$ cat config.mk
export PLATFORM = sky130hd
export DESIGN_NAME = alarm_ctrl_flat
export DESIGN_NICKNAME = d
export VERILOG_FILES = /design/src/rtl/alarm_ctrl_if.sv /design/src/rtl/alarm_ctrl.sv /design/src/flat_wrapper.sv
export SDC_FILE = /design/constraint.sdc
export NUM_CORES = 1
export LEC_CHECK = 0
export BUFFER_PORTS_ARGS = -buffer_cell sky130_fd_sc_hd__buf_2
export CAP_MARGIN = 15
export CORE_MARGIN = 1
export CORE_UTILIZATION = 40
export DETAILED_ROUTE_END_ITERATION = 12
export SYNTH_ARGS = -nofsm -noshare
export SYNTH_HDL_FRONTEND = slang
export SYNTH_SLANG_ARGS = --single-unit
$ cat constraint.sdc
create_clock -name clk -period 2.3 [get_ports clk]
set_input_delay 0.115 -clock clk [delete_from_list [all_inputs] [get_ports clk]]
set_output_delay 0.115 -clock clk [all_outputs]
set_load 0.01 [all_outputs]
$ cat src/rtl/alarm_ctrl_if.sv
// Button-edge, trigger and steering signals between the alarm clock's front end and alarm_ctrl.
// The master side drives the buttons, tick and trigger; the slave side (alarm_ctrl) drives the outputs.
interface alarm_ctrl_if;
    logic       tick_1hz;
    logic       mode_btn;
    logic       hr_btn;
    logic       min_btn;
    logic       stop_btn;
    logic       snooze_btn;
    logic       alarm_trig;
    logic [1:0] clk_edit_btns;
    logic [1:0] alm_edit_btns;
    logic       alarm_mode;
    logic       disp_alarm;
    logic       buzzer;
    logic [2:0] snoozes;

    modport master (
        output tick_1hz, mode_btn, hr_btn, min_btn, stop_btn, snooze_btn, alarm_trig,
        input  clk_edit_btns, alm_edit_btns, alarm_mode, disp_alarm, buzzer, snoozes
    );

    modport slave (
        input  tick_1hz, mode_btn, hr_btn, min_btn, stop_btn, snooze_btn, alarm_trig,
        output clk_edit_btns, alm_edit_btns, alarm_mode, disp_alarm, buzzer, snoozes
    );
endinterface

$ cat src/rtl/alarm_ctrl.sv
// Alarm clock mode / alarm sequencing controller: user edit modes, edit steering,
// and the ring / snooze / timeout sequence. All outputs are registered.
//
//   state     | meaning
//   ----------+--------------------------------------------------
//   CLOCK     | normal timekeeping display, alarm armed
//   SET_TIME  | hr/min edits go to the timekeeping counter
//   SET_ALARM | hr/min edits go to the alarm register, alarm shown
//   RINGING   | buzzer on, ring counter counting down seconds
//   SNOOZED   | buzzer off, snooze counter counting down seconds
module alarm_ctrl #(
    parameter int RING_SECS  = 60,
    parameter int SNOOZE_MIN = 5,
    parameter int MAX_SNOOZE = 3
) (
    input  logic         clk,
    input  logic         reset,
    alarm_ctrl_if.slave  bus
);

    typedef enum logic [2:0] {
        CLOCK     = 3'd0,
        SET_TIME  = 3'd1,
        SET_ALARM = 3'd2,
        RINGING   = 3'd3,
        SNOOZED   = 3'd4
    } state_t;

    localparam logic [7:0]  RING_LOAD  = 8'(RING_SECS);
    localparam logic [11:0] SNZ_LOAD   = 12'(SNOOZE_MIN * 60);
    localparam logic [2:0]  SNOOZE_CAP = 3'(MAX_SNOOZE);

    state_t      state;
    state_t      state_nxt;
    logic [7:0]  ring_cnt;
    logic [7:0]  ring_nxt;
    logic [11:0] snz_cnt;
    logic [11:0] snz_nxt;
    logic [2:0]  snoozes;
    logic [2:0]  snoozes_nxt;
    logic        trig_d;
    logic        trig_rise;
    logic        at_max;

    logic [1:0]  clk_edit_q;
    logic [1:0]  alm_edit_q;
    logic        alarm_mode_q;
    logic        disp_alarm_q;
    logic        buzzer_q;

    // Edge detection keeps a still-matching alarm second from re-ringing after stop.
    assign trig_rise = bus.alarm_trig & ~trig_d;
    assign at_max    = (snoozes >= SNOOZE_CAP);

    always_comb begin
        state_nxt   = state;
        ring_nxt    = ring_cnt;
        snz_nxt     = snz_cnt;
        snoozes_nxt = snoozes;
        case (state)
            CLOCK: begin
                if (trig_rise) begin
                    state_nxt   = RINGING;
                    ring_nxt    = RING_LOAD;
                    snoozes_nxt = 3'd0;
                end else if (bus.mode_btn) begin
                    state_nxt = SET_TIME;
                end
            end
            SET_TIME: begin
                if (bus.mode_btn) state_nxt = SET_ALARM;
            end
            SET_ALARM: begin
                if (bus.mode_btn) state_nxt = CLOCK;
            end
            RINGING: begin
                // Buttons take priority over the tick that would end the ring.
                if (bus.stop_btn || (bus.snooze_btn && at_max)) begin
                    state_nxt   = CLOCK;
                    snoozes_nxt = 3'd0;
                end else if (bus.snooze_btn) begin
                    state_nxt   = SNOOZED;
                    snoozes_nxt = 3'(snoozes + 3'd1);
                    snz_nxt     = SNZ_LOAD;
                end else if (bus.tick_1hz) begin
                    if (ring_cnt <= 8'd1) begin
                        state_nxt   = CLOCK;
                        ring_nxt    = 8'd0;
                        snoozes_nxt = 3'd0;
                    end else begin
                        ring_nxt = ring_cnt - 8'd1;
                    end
                end
            end
            SNOOZED: begin
                if (bus.stop_btn) begin
                    state_nxt   = CLOCK;
                    snoozes_nxt = 3'd0;
                end else if (trig_rise) begin
                    state_nxt = RINGING;
                    ring_nxt  = RING_LOAD;
                end else if (bus.tick_1hz) begin
                    if (snz_cnt <= 12'd1) begin
                        state_nxt = RINGING;
                        ring_nxt  = RING_LOAD;
                        snz_nxt   = 12'd0;
                    end else begin
                        snz_nxt = snz_cnt - 12'd1;
                    end
                end
            end
            default: begin
                state_nxt = CLOCK;
            end
        endcase
    end

    always_ff @(posedge clk or negedge reset) begin
        if (!reset) begin
            state        <= CLOCK;
            ring_cnt     <= 8'd0;
            snz_cnt      <= 12'd0;
            snoozes      <= 3'd0;
            trig_d       <= 1'b0;
            clk_edit_q   <= 2'b00;
            alm_edit_q   <= 2'b00;
            alarm_mode_q <= 1'b0;
            disp_alarm_q <= 1'b0;
            buzzer_q     <= 1'b0;
        end else begin
            state        <= state_nxt;
            ring_cnt     <= ring_nxt;
            snz_cnt      <= snz_nxt;
            snoozes      <= snoozes_nxt;
            trig_d       <= bus.alarm_trig;
            // Edit steering follows the mode the button was pressed in.
            clk_edit_q   <= (state == SET_TIME)  ? {bus.hr_btn, bus.min_btn} : 2'b00;
            alm_edit_q   <= (state == SET_ALARM) ? {bus.hr_btn, bus.min_btn} : 2'b00;
            alarm_mode_q <= (state_nxt == SET_TIME) || (state_nxt == SET_ALARM);
            disp_alarm_q <= (state_nxt == SET_ALARM);
            buzzer_q     <= (state_nxt == RINGING);
        end
    end

    assign bus.clk_edit_btns = clk_edit_q;
    assign bus.alm_edit_btns = alm_edit_q;
    assign bus.alarm_mode    = alarm_mode_q;
    assign bus.disp_alarm    = disp_alarm_q;
    assign bus.buzzer        = buzzer_q;
    assign bus.snoozes       = snoozes;

endmodule

$ cat src/flat_wrapper.sv
// flat-port wrapper written by rule: the top's interface ports become plain ports
module alarm_ctrl_flat 
#(
    parameter int RING_SECS  = 60,
    parameter int SNOOZE_MIN = 5,
    parameter int MAX_SNOOZE = 3
)
  (clk, reset, bus_tick_1hz, bus_mode_btn, bus_hr_btn, bus_min_btn, bus_stop_btn, bus_snooze_btn, bus_alarm_trig, bus_clk_edit_btns, bus_alm_edit_btns, bus_alarm_mode, bus_disp_alarm, bus_buzzer, bus_snoozes);
  alarm_ctrl_if bus_i ();
  input  logic clk;
  input  logic reset;
  input wire logic [$bits(bus_i.tick_1hz)-1:0] bus_tick_1hz;
  input wire logic [$bits(bus_i.mode_btn)-1:0] bus_mode_btn;
  input wire logic [$bits(bus_i.hr_btn)-1:0] bus_hr_btn;
  input wire logic [$bits(bus_i.min_btn)-1:0] bus_min_btn;
  input wire logic [$bits(bus_i.stop_btn)-1:0] bus_stop_btn;
  input wire logic [$bits(bus_i.snooze_btn)-1:0] bus_snooze_btn;
  input wire logic [$bits(bus_i.alarm_trig)-1:0] bus_alarm_trig;
  output wire logic [$bits(bus_i.clk_edit_btns)-1:0] bus_clk_edit_btns;
  output wire logic [$bits(bus_i.alm_edit_btns)-1:0] bus_alm_edit_btns;
  output wire logic [$bits(bus_i.alarm_mode)-1:0] bus_alarm_mode;
  output wire logic [$bits(bus_i.disp_alarm)-1:0] bus_disp_alarm;
  output wire logic [$bits(bus_i.buzzer)-1:0] bus_buzzer;
  output wire logic [$bits(bus_i.snoozes)-1:0] bus_snoozes;
  assign bus_i.tick_1hz = bus_tick_1hz;
  assign bus_i.mode_btn = bus_mode_btn;
  assign bus_i.hr_btn = bus_hr_btn;
  assign bus_i.min_btn = bus_min_btn;
  assign bus_i.stop_btn = bus_stop_btn;
  assign bus_i.snooze_btn = bus_snooze_btn;
  assign bus_i.alarm_trig = bus_alarm_trig;
  assign bus_clk_edit_btns = bus_i.clk_edit_btns;
  assign bus_alm_edit_btns = bus_i.alm_edit_btns;
  assign bus_alarm_mode = bus_i.alarm_mode;
  assign bus_disp_alarm = bus_i.disp_alarm;
  assign bus_buzzer = bus_i.buzzer;
  assign bus_snoozes = bus_i.snoozes;
  alarm_ctrl #(.RING_SECS(RING_SECS), .SNOOZE_MIN(SNOOZE_MIN), .MAX_SNOOZE(MAX_SNOOZE)) u_core (.clk(clk), .reset(reset), .bus(bus_i));
endmodule
After elaboration in Yosys (flattened, before gate mapping)
Index checks and enable logic that the tools add are counted.
- bits of input ports: 9
- bits in registers: 34
- word-level logic and storage cells: 86
- output and inout port bits: 10
- $add $sub $neg: 3
- eq/ne operators: 20
- reductions and logical operators: 9
- bitwise operators: 2
- magnitude comparators: 3
- multiplexer cells: 39
- operators by type and width (operator ; number):
    $mux 12 ; 6
    $mux 8 ; 9
    $mux 3 ; 18
    $pmux 12 s2 ; 1
    $pmux 8 s3 ; 1
    $ne 2x2->1 const B ; 8
    $pmux 3 s5 ; 1
    $eq 3x2->1 const B ; 4
    $le 12x1->1 const B ; 1
    $sub 12x1->12 const B ; 1
    $pmux 3 s3 ; 1
    $le 8x1->1 const B ; 1
    $reduce_and 8->1 ; 1
    $sub 8x1->8 const B ; 1
    $eq 3x1->1 const B ; 2
    $reduce_and 6->1 ; 1
    $reduce_and 5->1 ; 1
    $mux 2 ; 2
    $ne 4x2->1 const B ; 1
    $ne 4x3->1 const B ; 1
    $add 3x1->3 const B ; 1
    $eq 3x3->1 const B ; 1
    $ge 3x2->1 const B ; 1
    $logic_not 3->1 ; 1
    other kinds (9) ; 10

Depth between registers and ports, before layout
- word-level depth: 8
- depth in mapped cells: 8
- mapped depth without buffers: 7

Worst setup path after synthesis
No wires, ideal clock.
- kind: register to register
- from: register u_core.snz_cnt[10]
- to: register u_core.ring_cnt[5]
- path buffers: 0
- arrival time: 2240 ps
- stages on the path, launching flop included: 6
- slack: -61 ps
- setup time: 121 ps
- data required time: 2179 ps
- clock period less this slack: 2361 ps
- cell sequence: dfrtp_1 > or4_4 > nor4_4 > a211oi_2 > or4_1 > a22o_1
- cells in the longest elaborated chain, start to end: 3
- ends and longest elaborated chain (item ; RTL line ; source):
    from (decl) ; alarm_ctrl.sv:37 ; logic [11:0] snz_cnt;
    from (signal assigned) ; alarm_ctrl.sv:133 ; snz_cnt <= snz_nxt;
    $le 12x1->1 ; alarm_ctrl.sv:103 ; if (snz_cnt <= 12'd1) begin
    $ne 3x1->1 (no source line) ; -- ;
    $reduce_and 8->1 (no source line) ; -- ;
    to (signal assigned) ; alarm_ctrl.sv:132 ; ring_cnt <= ring_nxt;
    to (decl) ; alarm_ctrl.sv:35 ; logic [7:0] ring_cnt;
No other way between the ends.
A chain may end at the register's enable or synchronous reset.

Worst setup path after layout
Ends and elaborated chain as after synthesis.

==> qor.txt <==
Post-route DRC - 2
Final worst path period share - 96.4%
Wire length per cell - 14.5 µm
Vias in the first global route - 1557
Site row count - 24
Drt total wl - 4.13 mm
I/O pin count - 19
Synthesized area per cell - 9.35 µm²
Async set-reset flop share out of synthesis - 100%
CTS Buf Count - 5
Post-Syn Area - 1890 µm²
Seq pwr share - 39.1%
Fillers - 423
Post-CTS Repair Setup Buffers - 0
Seq/Total Area, Yosys - 45.1%
Worst hold slack - 0.0922 ns
P_sw - 857 µW
Antenna violations before repair - 0
Hold Path Class - input port to register
Failing checks - DRC
Final Power - 2320 µW
Critical Path Slowest Stage Cell - or4_4
Share of layout cells above drive strength 1 - 21.9%
Via/cell ratio - 5.70
Length of the first detailed-routing pass in iterations - 8
Max clock buf depth - 2
Clk root buf - clkbuf_8
EDFF count, synth - 0
Crit-path max FO - 5
HPWL after DPL - 3.10 mm
Post-Layout Cell Count - 285
Crit. End Element - register
Clock transition at path regs - 0.07 ns
First-pass GRT wire length - 7.17 mm
Die H - 70.7 µm
Primary FF master, synth - dfrtp_1
Vias - 1625
Final setup violation count - 0
Status - finished, violations left
Die Width - 70.7 µm
Clock power share - 21.9%
CTS H-tree depth - 2
Clock skew - 0.00816 ns
Setup CP Type - register to register
DRT antenna net count - 0
Antenna Cells - 0
Synth warn - 0
Post-Syn Nets - 217
Port Buffers - 18
Slew HR - 50.9%
Switching Fraction - 36.9%
Internal - 1470 µW
Placed Cells - 275
Worst EP arrival - 2.39 ns
Largest net degree at the start of global routing - 35
Leak - 0.00100 µW
Final hold viol count - 0
MaxCap Viol Count - 0
Overall routing resource usage - 18.4%
Clock latency on the worst-skew pair - 0.29 ns
Least-Margin Pin Slew - 0.736 ns
Initial core utilization - 42.5%
Remaining global-route overflow - 0
#FFs+latches synth - 34
Slew Limit Fails - 0
CTS tree - built
Fin crit period - 2.22 ns
Critical Path Source Type - register
Die ar. - 5000 µm²
P&R area growth vs syn - 19.8%
NumNets Final - 247
Crit path required time - 2.47 ns
RSZ-0062 raised after global routing - yes
Peak Freq - 451 MHz
Starting DRT DRC Count - 78
Core Area - 4440 µm²
P per Cell Area - 1030 nW/µm²
Clk sinks - 34
Slowest cell delay on critical path - 0.57 ns
Combinational share of power - 38.9%
Mapped Cells - 202
Placer congestion estimate - 0.862
Max VDD drop - 583 µV
Crit-path cells - or4_4 -> nor4_4 -> a211oi_4 -> or4_1 -> a22o_1
Netlist cell types - 44
stage by stage:
step / instance area (µm²) / util [%] / setup WS [ns] / TNS [ns]
2_1_floorplan: 1890 / - / 0.00654 / 0
3_3_place_gp: 2100 / 47.3 / 0.128 / 0
3_5_place_dp: 2100 / 47.3 / 0.0960 / 0
4_1_cts: 2230 / 50.2 / 0.0646 / 0
5_1_grt: 2260 / 50.9 / -0.0656 / -0.100
6_report: 2260 / 50.9 / 0.0831 / 0
registers in the layout, summed over array words and instances (netlist names):
signal	flops
u_core.bus.clk_edit_btns	2
u_core.bus.disp_alarm	1
u_core.bus.alm_edit_btns	2
u_core.snz_cnt	12
u_core.ring_cnt	8
u_core.bus.buzzer	1
u_core.bus.snoozes	3
u_core.trig_d	1
u_core.bus.alarm_mode	1
u_core.state	3
worst max-delay path: cells and delay by family, from the launching register on:
kind | cells | cell delay [ns]
AOI/OAI and AO/OA | 2 | 0.38
and+or+nand+nor | 3 | 1.32
DFF | 1 | 0.41
synth_stat cells (2+ instances only):
| library cell | count | area share (%) |
|---|---|---|
| dfrtp_1 | 34 | 45 |
| o21ai_0 | 22 | 5.8 |
| nor2_1 | 20 | 4.0 |
| nand2_1 | 14 | 2.8 |
| nor3_1 | 9 | 2.4 |
| o31ai_1 | 9 | 3.6 |
| a21oi_1 | 8 | 2.1 |
| inv_1 | 8 | 1.6 |
| clkbuf_1 | 7 | 1.4 |
| ha_1 | 6 | 4.0 |
| nand2b_1 | 6 | 2.0 |
| a22o_1 | 5 | 2.3 |
| nand3_1 | 5 | 1.3 |
| a211o_1 | 3 | 1.4 |
| mux2_2 | 3 | 1.8 |
| nand3b_1 | 3 | 1.2 |
| nor3b_1 | 3 | 1.2 |
| or2_2 | 3 | 0.99 |
| a22oi_1 | 2 | 0.79 |
| a31oi_1 | 2 | 0.66 |
| and3_1 | 2 | 0.66 |
| nor4bb_1 | 2 | 1.1 |
| o21bai_1 | 2 | 0.79 |
| o2bb2ai_1 | 2 | 0.93 |
| o41ai_1 | 2 | 0.93 |
| or4_1 | 2 | 0.79 |
routing by layer:
layer  vias up  routed length, µm  GRT usage, %
li1        808                  -             -
met3         9                111          4.42
met2        27               2090          31.1
met4         0                 80          8.22
met1       781               1850          22.3
met5         -                  0             0
power by group through the flow:
stage                     registers (µW)  logic, µW  clock network, µW
after floorplan                      902        612                  0
after global placement               921        903                  0
after detailed placement             919        899                  0
after CTS                            910        905                523
after global routing                 934       1020                545
final                                910        905                509
worst paths after layout:
check | startpoint | cells after the start | slack (ns) | end
max | u_core.snz_cnt[10] | 5 | 0.08 | u_core.ring_cnt[5]
min | bus_hr_btn | 2 | 0.09 | u_core.bus.clk_edit_btns[1]
max reg2reg | u_core.snz_cnt[10] | 5 | 0.08 | u_core.ring_cnt[5]
min reg2reg | u_core.snz_cnt[11] | 1 | 0.48 | u_core.snz_cnt[11]
max in group asynchronous | reset | 2 | 1.40 | u_core.bus.snoozes[1]
min in group asynchronous | reset | 2 | 0.42 | u_core.snz_cnt[9]
area by class of cell:
type | count | area (µm²) | area share [%]
Sequential cell | 34 | 851 | 37.6
Tap cell | 52 | 65.1 | 2.88
Inverter | 8 | 30.0 | 1.33
Multi-Input combinational cell | 152 | 1010 | 44.8
Timing Repair Buffer | 31 | 193 | 8.52
Clock buffer | 8 | 110 | 4.87
repair_timing:
action	CTS	global route
gates resized for setup	0	4
endpoints found under the setup margin	0	5
hold buffers	2	0
endpoints found under the hold margin	35	0
cells by family after synthesis:
family	after synthesis	synth area share, %
AO/OA/AOI/OAI	65	23.1
adder cells (fa/ha/maj)	6	3.98
buffers and inverters	16	3.25
flip-flops	34	45.1
multiplexers	3	1.79
AND/OR/NAND/NOR	78	22.8
placed cells by master, fill, tap and decap left out, drive strengths merged, types with 2 or more instances in the layout:
cell / Yosys / layout
nor3: 9 / 9
a31oi: 2 / 2
ha: 6 / 6
nand2b: 6 / 6
inv: 8 / 8
clkbuf: 7 / 8
a21oi: 8 / 8
o21ai: 22 / 22
or2: 3 / 3
dlygate4sd3: 0 / 2
o31ai: 9 / 9
dfrtp: 34 / 34
nor3b: 3 / 3
nor4: 2 / 2
a22o: 5 / 5
nand3: 5 / 5
nand3b: 3 / 3
nand2: 14 / 14
mux2: 3 / 3
o21bai: 2 / 2
nor4bb: 2 / 2
or4: 3 / 3
o41ai: 2 / 2
buf: 1 / 29
a211o: 3 / 3
a22oi: 2 / 2
nor2: 20 / 20
o2bb2ai: 2 / 2
and3: 2 / 2
Note: power is estimated with default switching activity, not from simulation.
